<file path="src/rtl/m72_cpu_bus_ctrl.sv">
// M72 CPU bus controller: registers the V30 memory-cycle decode and arbitrates it onto the SDRAM CPU channel.
// Defining M72_CPU_BUS_HITCACHE_EN adds a one-entry read hit cache in front of the SDRAM channel.
module m72_cpu_bus_ctrl #(
    parameter logic [24:0] ROM_BASE       = 25'h0000000,
    parameter logic [24:0] RAM_BASE       = 25'h0100000,
    parameter int unsigned TIMEOUT_CYCLES = 255,
    parameter logic [15:0] UNMAPPED_DATA  = 16'hFFFF
) (
    input  logic        CLK_32M,
    input  logic        reset,
    input  logic [1:0]  memory_map,
    input  logic [19:0] cpu_addr,
    input  logic        cpu_mrq,
    input  logic        cpu_rd,
    input  logic        cpu_wr,
    input  logic [1:0]  cpu_be,
    input  logic [15:0] cpu_dout,
    output logic [15:0] cpu_din,
    output logic        cpu_ready,
    output logic [23:0] sdr_addr,
    output logic        sdr_req,
    output logic        sdr_we,
    output logic [1:0]  sdr_be,
    output logic [15:0] sdr_data,
    input  logic        sdr_ack,
    input  logic [15:0] sdr_q,
    output logic        ev_unmapped,
    output logic        ev_wprot,
    output logic        timeout_flag
);

    typedef enum logic [1:0] {IDLE, REQ, DONE} state_t;
    typedef enum logic [1:0] {RGN_NONE, RGN_ROM, RGN_RAM} region_t;

    localparam logic [15:0] TMO_LAST = 16'(TIMEOUT_CYCLES - 1);

    state_t      state;
    region_t     region;
    logic [23:0] offset;
    logic [23:0] dec_addr;
    logic [15:0] tmo_cnt;
    logic        acc_read;
    logic        acc_write;
    logic        cache_hit;
    logic [15:0] hit_data;
    logic        unused_addr_lsb;

    // Byte address bit 0 never reaches the word-addressed SDRAM; lanes come from cpu_be.
    assign unused_addr_lsb = cpu_addr[0];
    assign acc_read        = cpu_rd;
    assign acc_write       = cpu_wr & ~cpu_rd;

    always_comb begin
        region = RGN_NONE;
        offset = '0;
        case (memory_map)
            2'd0: begin
                if (cpu_addr[19:18] == 2'b00 || cpu_addr[19:16] == 4'hF) begin
                    region = RGN_ROM;
                    offset = {7'd0, cpu_addr[17:1]};
                end else if (cpu_addr[19:17] == 3'b010) begin
                    region = RGN_RAM;
                    offset = {8'd0, cpu_addr[16:1]};
                end
            end
            2'd1, 2'd2: begin
                if (!cpu_addr[19] || cpu_addr[19:16] == 4'hF) begin
                    region = RGN_ROM;
                    offset = {6'd0, cpu_addr[18:1]};
                end else if ((memory_map == 2'd1 && cpu_addr[19:16] == 4'hA) ||
                             (memory_map == 2'd2 && cpu_addr[19:17] == 3'b100)) begin
                    region = RGN_RAM;
                    offset = {8'd0, cpu_addr[16:1]};
                end
            end
            default: begin
                region = RGN_NONE;
                offset = '0;
            end
        endcase
    end

    // Bases are region-aligned, so OR-ing in the offset is the same as adding it.
    assign dec_addr = ((region == RGN_ROM) ? ROM_BASE[24:1] : RAM_BASE[24:1]) | offset;

`ifdef M72_CPU_BUS_HITCACHE_EN
    logic        cache_valid;
    logic [23:0] cache_tag;
    logic [15:0] cache_data;
    logic [1:0]  map_q;
    logic        map_stable;

    assign map_stable = (memory_map == map_q);
    assign cache_hit  = cache_valid && map_stable && (region != RGN_NONE) && (dec_addr == cache_tag);
    assign hit_data   = cache_data;

    // A map change wins over a same-cycle fill so a stale word can never survive a remap.
    always_ff @(posedge CLK_32M) begin
        map_q <= memory_map;
        if (reset) begin
            cache_valid <= 1'b0;
            cache_tag   <= '0;
            cache_data  <= '0;
        end else if (!map_stable) begin
            cache_valid <= 1'b0;
        end else if (state == IDLE && cpu_mrq && acc_write &&
                     region != RGN_NONE && dec_addr == cache_tag) begin
            cache_valid <= 1'b0;
        end else if (state == REQ && sdr_ack && !sdr_we) begin
            cache_valid <= 1'b1;
            cache_tag   <= sdr_addr;
            cache_data  <= sdr_q;
        end else if (state == REQ && !sdr_ack && tmo_cnt == TMO_LAST) begin
            cache_valid <= 1'b0;
        end
    end
`else
    assign cache_hit = 1'b0;
    assign hit_data  = UNMAPPED_DATA;
`endif

    always_ff @(posedge CLK_32M) begin
        if (reset) begin
            state        <= IDLE;
            tmo_cnt      <= '0;
            cpu_din      <= UNMAPPED_DATA;
            cpu_ready    <= 1'b0;
            sdr_addr     <= '0;
            sdr_req      <= 1'b0;
            sdr_we       <= 1'b0;
            sdr_be       <= '0;
            sdr_data     <= '0;
            ev_unmapped  <= 1'b0;
            ev_wprot     <= 1'b0;
            timeout_flag <= 1'b0;
        end else begin
            cpu_ready   <= 1'b0;
            ev_unmapped <= 1'b0;
            ev_wprot    <= 1'b0;
            case (state)
                IDLE: begin
                    if (cpu_mrq && (acc_read || acc_write)) begin
                        if (region == RGN_NONE) begin
                            cpu_ready   <= 1'b1;
                            ev_unmapped <= 1'b1;
                            if (acc_read) cpu_din <= UNMAPPED_DATA;
                        end else if (acc_write && region == RGN_ROM) begin
                            cpu_ready <= 1'b1;
                            ev_wprot  <= 1'b1;
                        end else if (acc_read && cache_hit) begin
                            cpu_ready <= 1'b1;
                            cpu_din   <= hit_data;
                        end else begin
                            state    <= REQ;
                            tmo_cnt  <= '0;
                            sdr_req  <= 1'b1;
                            sdr_addr <= dec_addr;
                            sdr_we   <= acc_write;
                            sdr_be   <= cpu_be;
                            sdr_data <= cpu_dout;
                        end
                    end
                end
                REQ: begin
                    // An ack on the final allowed cycle still completes normally.
                    if (sdr_ack) begin
                        sdr_req <= 1'b0;
                        if (!sdr_we) cpu_din <= sdr_q;
                        state <= DONE;
                    end else if (tmo_cnt == TMO_LAST) begin
                        sdr_req      <= 1'b0;
                        timeout_flag <= 1'b1;
                        cpu_din      <= UNMAPPED_DATA;
                        state        <= DONE;
                    end else begin
                        tmo_cnt <= tmo_cnt + 16'd1;
                    end
                end
                DONE: begin
                    cpu_ready <= 1'b1;
                    state     <= IDLE;
                end
                default: state <= IDLE;
            endcase
        end
    end

endmodule
</file>
<file path="config.mk">
export PLATFORM = sky130hd
export DESIGN_NAME = m72_cpu_bus_ctrl
export DESIGN_NICKNAME = d
export VERILOG_FILES = /design/src/rtl/m72_cpu_bus_ctrl.sv
export SDC_FILE = /design/constraint.sdc
export NUM_CORES = 1
export LEC_CHECK = 0
export ABC_AREA = 1
export CAP_MARGIN = 10
export CORE_UTILIZATION = 40
export CTS_BUF_LIST = sky130_fd_sc_hd__clkbuf_8
export CTS_CLUSTER_DIAMETER = 60
export CTS_CLUSTER_SIZE = 8
export DETAILED_ROUTE_END_ITERATION = 10
export PLACE_DENSITY = 0.8
export SLEW_MARGIN = 20
export SYNTH_ARGS = -nofsm -noshare
export SYNTH_HDL_FRONTEND = slang
export SYNTH_SLANG_ARGS = --single-unit
</file>
<file path="constraint.sdc">
create_clock -name CLK_32M -period 2.7 [get_ports CLK_32M]
set_input_delay 0.54 -clock CLK_32M [delete_from_list [all_inputs] [get_ports CLK_32M]]
set_output_delay 0.54 -clock CLK_32M [all_outputs]
set_load 0.05 [all_outputs]
</file>
# ---- Word-level counts from Yosys, hierarchy flattened
# Cells that the tools add are included.
dict set report word_totals {
  reg_bits 82
  inputBits 62
  output_inout_bits 64
  word_cells 104
}
dict set report op_classes {
  addsub 1
  n_eq_ne 19
  mux 41
  bitwise 8
  reduce_logical 23
}
# operator count
set ops {}
lappend ops {{2-to-1 mux 16 bit} 13}
lappend ops {{case mux 16 bit (2 select lines)} 2}
lappend ops {{case mux 24 bit (2 select lines)} 1}
lappend ops {{2-to-1 mux 24 bit} 1}
lappend ops {{OR 20 x 24 -> 24 bit} 1}
lappend ops {{2-to-1 mux 20 bit} 1}
lappend ops {{2-to-1 mux 18 bit} 1}
lappend ops {{2-to-1 mux 2 bit} 9}
lappend ops {{adder 16 x 1 -> 16 bit (second input constant)} 1}
lappend ops {{== test 16 x 8 -> 1 bit (second input constant)} 1}
lappend ops {{!= test 2 bit (second input constant)} 7}
lappend ops {{AND reduction 6 bit} 2}
lappend ops {{2-to-1 mux 1 bit} 9}
lappend ops {{== test 4 bit (second input constant)} 2}
lappend ops {{logical NOT 2 bit} 4}
lappend ops {{case mux 2 bit (2 select lines)} 2}
lappend ops {{AND reduction 4 bit} 2}
lappend ops {{== test 2 x 1 -> 1 bit (second input constant)} 3}
lappend ops {{!= test 3 bit (second input constant)} 2}
lappend ops {{NOT 1 bit} 6}
lappend ops {{AND reduction 5 bit} 1}
lappend ops {{== test 2 bit (second input constant)} 2}
lappend ops {{logical AND 1 bit} 4}
lappend ops {{logical OR 1 bit} 4}
lappend ops {{10 further kinds} 11}

# ---- Depth between registers and ports, before layout
dict set report depth {
  depth_word 12
  mapped_depth 14
  depth_no_buf 13
}

# ---- Worst setup path before layout
# Ideal clock, no wire load.
dict set report synth_path {
  path_type {input to register}
  start {in memory_map[0]}
  end {reg cpu_din[0]}
  setup_ns 0.134
  t_arrival_ns 1.841
  t_required_ns 2.566
  setup_slack_ns 0.725
  cell_stages 12
  path_buffers 1
  path_cell_list {inv_1 ha_1 nand2_1 nor2_1 o21ai_0 o21ai_1 nand2_1 nand2_2 nand2_2 buf_2 nand3_1 nand3_1}
}
dict set report synth_between {
  elab_chain_len 9
  word_cells_on_any_way 13
  classes_between {3 x eq/ne; 3 x mux; 7 x reduce/logical}
}
# element line
set synth_lines {}
lappend synth_lines {{from (decl)} 11} ;# input logic [1:0] memory_map,
lappend synth_lines {{== test 2 x 1 -> 1 bit / == test 2 bit (equally long branches)} {56, 70, 71}}
lappend synth_lines {{logical AND 1 bit, on equally long branches} {70, 71}}
lappend synth_lines {{logical OR 1 bit} 70} ;# end else if ((memory_map == 2'd1 && cpu_addr[19:16] == 4'hA) ||
lappend synth_lines {{2-to-1 mux 2 bit} 70}
lappend synth_lines {{2-to-1 mux 2 bit} 67} ;# if (!cpu_addr[19] || cpu_addr[19:16] == 4'hF) begin
lappend synth_lines {{case mux 2 bit (2 select lines) *} 56} ;# case (memory_map)
lappend synth_lines {{logical NOT 2 bit *} 143} ;# if (region == RGN_NONE) begin
lappend synth_lines {{!= test 2 bit (no source line) *} n/a}
lappend synth_lines {{AND reduction 6 bit (no source line) *} n/a}
lappend synth_lines {{to (signal assigned)} 152} ;# cpu_din <= hit_data;
lappend synth_lines {{to (signal assigned)} 168} ;# if (!sdr_we) cpu_din <= sdr_q;
lappend synth_lines {{to (decl)} 18} ;# output logic [15:0] cpu_din,
# Every way passes the cells marked *; elsewhere a longest branch is shown, timed or not.
# A chain may end at the register's enable or synchronous reset.

# ---- Worst setup path in the final report
dict set report layout_path {
  start {in memory_map[1]}
  end {reg sdr_be[1]}
}
dict set report layout_between {
  elab_chain_len 10
  word_cells_on_any_way 16
  classes_between {3 x eq/ne; 3 x mux; 2 x bitwise; 8 x reduce/logical}
}
# element line
set layout_lines {}
lappend layout_lines {{== test 2 x 1 -> 1 bit / == test 2 bit (equally long branches)} {56, 70, 71}}
lappend layout_lines {{logical AND 1 bit, on equally long branches} {70, 71}}
lappend layout_lines {{logical OR 1 bit} 70}
lappend layout_lines {{2-to-1 mux 2 bit} 70}
lappend layout_lines {{2-to-1 mux 2 bit} 67}
lappend layout_lines {{case mux 2 bit (2 select lines) *} 56}
lappend layout_lines {{== test 2 x 1 -> 1 bit} 147} ;# end else if (acc_write && region == RGN_ROM) begin
lappend layout_lines {{logical AND 1 bit} 147}
lappend layout_lines {{NOT 1 bit (no source line)} n/a}
lappend layout_lines {{AND reduction 4 bit (no source line) *} n/a}
lappend layout_lines {{to (signal assigned)} 159} ;# sdr_be <= cpu_be;
lappend layout_lines {{to (decl)} 23} ;# output logic [1:0] sdr_be,
# Marks and branches as above.

==> out/results.md <==
| Group | Item | This run |
|:---|:---|:---|
| yosys | Synth Warn # | 0 |
| yosys | Post-synth EDFFs | 0 |
| global routing | Pin count of the biggest net entering global routing | 42 |
| clocking | Total number of H-tree levels | 3 |
| route | Detailed-router iteration count before antenna repair | 4 |
| critical path | Critical path endpoint category | flip-flop |
| critical path | Startpoint of the worst setup timing path | memory_map[1] |
| die | Boundary Pins | 126 |
| global routing | Most Used Layer, Global Route | met2 |
| critical path | Largest stage delay, worst path | 0.49 ns |
| sta | Number of pins exceeding their max-slew limit in the final report | 0 |
| sta | Final period utilization | 87.2% |
| clocking | Cts-stage hold buffer count | 0 |
| cells and area | Final design instance area without fill | 5080 um^2 |
| yosys | Ys async rst share | 0% |
| yosys | Sequential-to-total area share from yosys stat | 42.4% |
| critical path | Origin of the critical flop-to-flop path | tmo_cnt[0]$_SDFFE_PP0P_ |
| die | Die outline height | 97.3 um |
| place | Number of instances in the placed design | 734 |
| die | Core area | 8760 um^2 |
| yosys | Flip-flop and latch count after synthesis | 77 |
| route | Post-detailed-routing wire length | 8.82 mm |
| sta | Final setup skew | 0.0104 ns |
| sta | Setup repair after global routing missed its margin | false |
| yosys | Distinct cell type count after synthesis | 33 |
| yosys | Synth Cell Area | 3630 um^2 |
| sta | Final-report setup violation count | 0 |
| clocking | Number of setup buffers added after CTS | 0 |
| die | Horiz. Die Dim | 97.3 um |
| hold path | Worst Hold Class | flip-flop to flip-flop |
| yosys | Fraction of synthesized cell area taken by the top area cell type | 42.4% |
| die | Die Area | 9470 um^2 |
| clocking | Clock latency of the later-clocked register in the worst-skew pair | 0.35 ns |
| clocking | Clock edge transition at the registers on the reported setup and hold paths | 0.08 ns |
| yosys | Area fraction in compound gates after synthesis | 9.37% |
| hold path | Hold wc startpoint | cpu_din[6]$_SDFFE_PP1P_ |
| power | Cell internal power dissipation | 1810 uW |
| power | Combinational power share | 26.1% |
| yosys | Top cells by area in the synthesized netlist | sky130_fd_sc_hd__dfxtp_1 (42%), sky130_fd_sc_hd__nand2_1 (12%), sky130_fd_sc_hd__nor2_1 (11%) |
| power | Leakage component of the power | 0.00199 uW |
| yosys | Fraction of synthesized area in multiplexers | 0% |
| route | Avg WL per Cell | 11.8 um |
| route | Detailed-route DRC error count | 0 |
| cells and area | Number of non-filler instances in the completed layout | 750 |
| sta | Final number of hold-violating endpoints | 0 |
| critical path | Critical path, cell by cell | clkdlybuf4s50_1, inv_1, ha_1, nand2_1, nor2_1, o21ai_0, o21ai_1, nand2_1, o21ai_2, nand2_2, buf_4, o21ai_0, nor2_1 |
| place | HPWL after detailed placement | 6.31 mm |
| outcome | Run status | completed |
| power | Areal power density over the cells | 539 nW/um^2 |
| critical path | Worst endpoint data arrival time | 2.59 ns |
| route | Routed via count | 3651 |
| global routing | Antenna violations before repair | 0 |
| clocking | CTS tree | yes |
| clocking | Count of instances resized after the clock tree is built | 0 |
| global routing | All-Layer GR Usage | 19.0% |
| global routing | Gr ovfl total | 0 |
| power | Highest ir drop seen on vdd | 0.229 mV |
| yosys | Adder and majority cell fraction of the synthesized area | 2.07% |
| sta | Minimum hold slack | 0.460 ns |
| die | Starting density of the core | 41.4% |
| clocking | CTS root buffer | sky130_fd_sc_hd__clkbuf_8 |
| global routing | GR met2 Demand/Resource | 32.1% |
| yosys | XOR/XNOR share of the synthesized area | 1.69% |
| global routing | Number of global-route vias before repair | 3325 |
| clocking | Total clock sinks | 77 |
| clocking | Maximum clock path buffer count | 2 |
| power | Clock group share of total power | 29.0% |
| cells and area | Fillers | 804 |
| route | Violation count after the first detailed-routing iteration | 95 |
| sta | Total negative slack | 0 ns |
| critical path | Startpoint kind of the worst setup timing path | input pin |
| cells and area | Commonest cells after routing, fill and taps aside | sky130_fd_sc_hd__clkdlybuf4s50_1 (119), sky130_fd_sc_hd__nand2_1 (116), sky130_fd_sc_hd__nor2_1 (110), sky130_fd_sc_hd__dfxtp_1 (77), sky130_fd_sc_hd__nand3_1 (56) |
| cells and area | Most common cell after layout, fill and taps aside | sky130_fd_sc_hd__clkdlybuf4s50_1 |
| cells and area | Area delta synth->final | 39.8% |
| yosys | Syn Inst Count | 522 |
| power | Switching component of the power | 932 uW |
| global routing | Met1 routing resource usage after global routing | 22.7% |
| cells and area | Layout cell share with drive strength beyond 1 | 7.01% |
| yosys | Primary FF master, synth | sky130_fd_sc_hd__dfxtp_1 |
| power | Net switching share of the total power | 34.0% |
| critical path | Critical setup path kind | input pin to flip-flop |
| run | Total of max-cap violations | 0 |
| global routing | Met3 track demand over resource | 5.40% |
| cells and area | Inserted Diodes | 0 |
| sta | Max-Slew Margin vs Limit | 58.3% |
| yosys | Dominant cell type by area after synthesis | sky130_fd_sc_hd__dfxtp_1 |
| clocking | Clock buffer count from CTS | 9 |
| yosys | Area share of and/or/nand/nor cells after synthesis | 36.1% |
| cells and area | Post-layout nets | 705 |
| critical path | Library cell contributing the largest single delay on the critical path | sky130_fd_sc_hd__clkdlybuf4s50_1 |
| yosys | Average instance area after synthesis | 6.96 um^2 |
| route | Avg Vias per Cell | 4.87 |
| place | Placed standard-cell area | 4900 um^2 |
| critical path | Crit-path max FO | 22 |
| power | Proportion of power drawn by flip-flops and latches | 45.0% |
| yosys | Combinational family with the most area after synthesis | simple AND/OR/NAND/NOR gates |
| route | Antenna Violating Nets Remaining | 0 |
| critical path | Required time reported for the critical path endpoint | 2.94 ns |
| place | Final estimated routing congestion in global placement | 0.845 |
| place | Count of buffers from port buffering | 119 |
| sta | Achievable Freq | 425 MHz |
| die | Standard-cell row count | 34 |
| sta | Post-route minimum period | 2.35 ns |
| global routing | First-pass GRT wire length | 14.8 mm |
| sta | Transition time of the tightest slew-check pin | 0.625 ns |
## logic make-up (layout without fill, tap and decap cells)
logic type	after synthesis	count (layout)
compound gates	63	63
xor+xnor	7	7
fa+ha+maj	6	6
buf+inv	58	174
flops	77	77
other cells	1	5
simple gates	310	310
## final timing paths
kind | end | slack [ns] | cells past startpoint
setup / recovery | sdr_be[1]$_SDFFE_PP0P_ | 0.35 | 13
hold / removal | cpu_din[6]$_SDFFE_PP1P_ | 0.46 | 2
setup reg to reg | cpu_din[7]$_SDFFE_PP1P_ | 0.77 | 8
hold reg to reg | cpu_din[6]$_SDFFE_PP1P_ | 0.46 | 2
## final cells by class
type                       count  area (um^2)  area share, %
timing repair buffer         133         1320           26.0
tap                          108          135           2.66
clock inverter                 7         50.0          0.986
clock buffer                   9          124           2.44
inverter                      25         98.8           1.95
multi-input combinational    391         1810           35.6
sequential                    77         1540           30.4
## Yosys cell counts, types with 2 or more instances
master	number
sky130_fd_sc_hd__a21oi_1	21
sky130_fd_sc_hd__buf_2	9
sky130_fd_sc_hd__buf_4	7
sky130_fd_sc_hd__buf_6	5
sky130_fd_sc_hd__clkbuf_1	10
sky130_fd_sc_hd__dfxtp_1	77
sky130_fd_sc_hd__ha_1	6
sky130_fd_sc_hd__inv_1	23
sky130_fd_sc_hd__nand2_1	116
sky130_fd_sc_hd__nand2_2	5
sky130_fd_sc_hd__nand3_1	56
sky130_fd_sc_hd__nand4_1	3
sky130_fd_sc_hd__nor2_1	110
sky130_fd_sc_hd__nor2_2	4
sky130_fd_sc_hd__nor3_1	9
sky130_fd_sc_hd__o21ai_0	25
sky130_fd_sc_hd__o21ai_1	13
sky130_fd_sc_hd__or2_0	2
sky130_fd_sc_hd__xor2_1	7
## metal layers
metal / wire length, um / part of all wire, %
met4: 174 / 2.0
met5: 0 / 0
met3: 489 / 5.5
met1: 4070 / 46
met2: 4090 / 46
## state kept, by name, summed over array words and instances (netlist names)
| register | count |
|---|---|
| ev_unmapped | 1 |
| tmo_cnt | 16 |
| sdr_data | 16 |
| sdr_we | 1 |
| timeout_flag | 1 |
| state | 2 |
| cpu_din | 16 |
| sdr_addr | 19 |
| ev_wprot | 1 |
| sdr_req | 1 |
| cpu_ready | 1 |
| sdr_be | 2 |
## power groups by stage
stage | clock network [uW] | registers, uW | logic (uW)
2_1_floorplan | 0 | 1470 | 244
3_3_place_gp | 0 | 1260 | 705
3_5_place_dp | 0 | 1260 | 716
4_1_cts | 817 | 1230 | 718
5_1_grt | 870 | 1240 | 764
6_report | 793 | 1230 | 714
## through the flow
stage | power [uW] | setup WS, ns | utilization (%)
after floorplan | 1720 | 0.725 | -
after global placement | 1960 | 0.0651 | 56.0
after detailed placement | 1970 | -0.00371 | 56.0
after CTS | 2770 | 0.351 | 57.9
after global routing | 2870 | 0.223 | 57.9
final | 2740 | 0.346 | 57.9
## worst max-delay path, delay by kind of cell
kind,cells,cell delay [ns]
compound gates,4,0.51
simple gates,5,0.45
buf+inv,3,0.79
fa+ha+maj,1,0.29
Power figures use the tool's default switching activity.
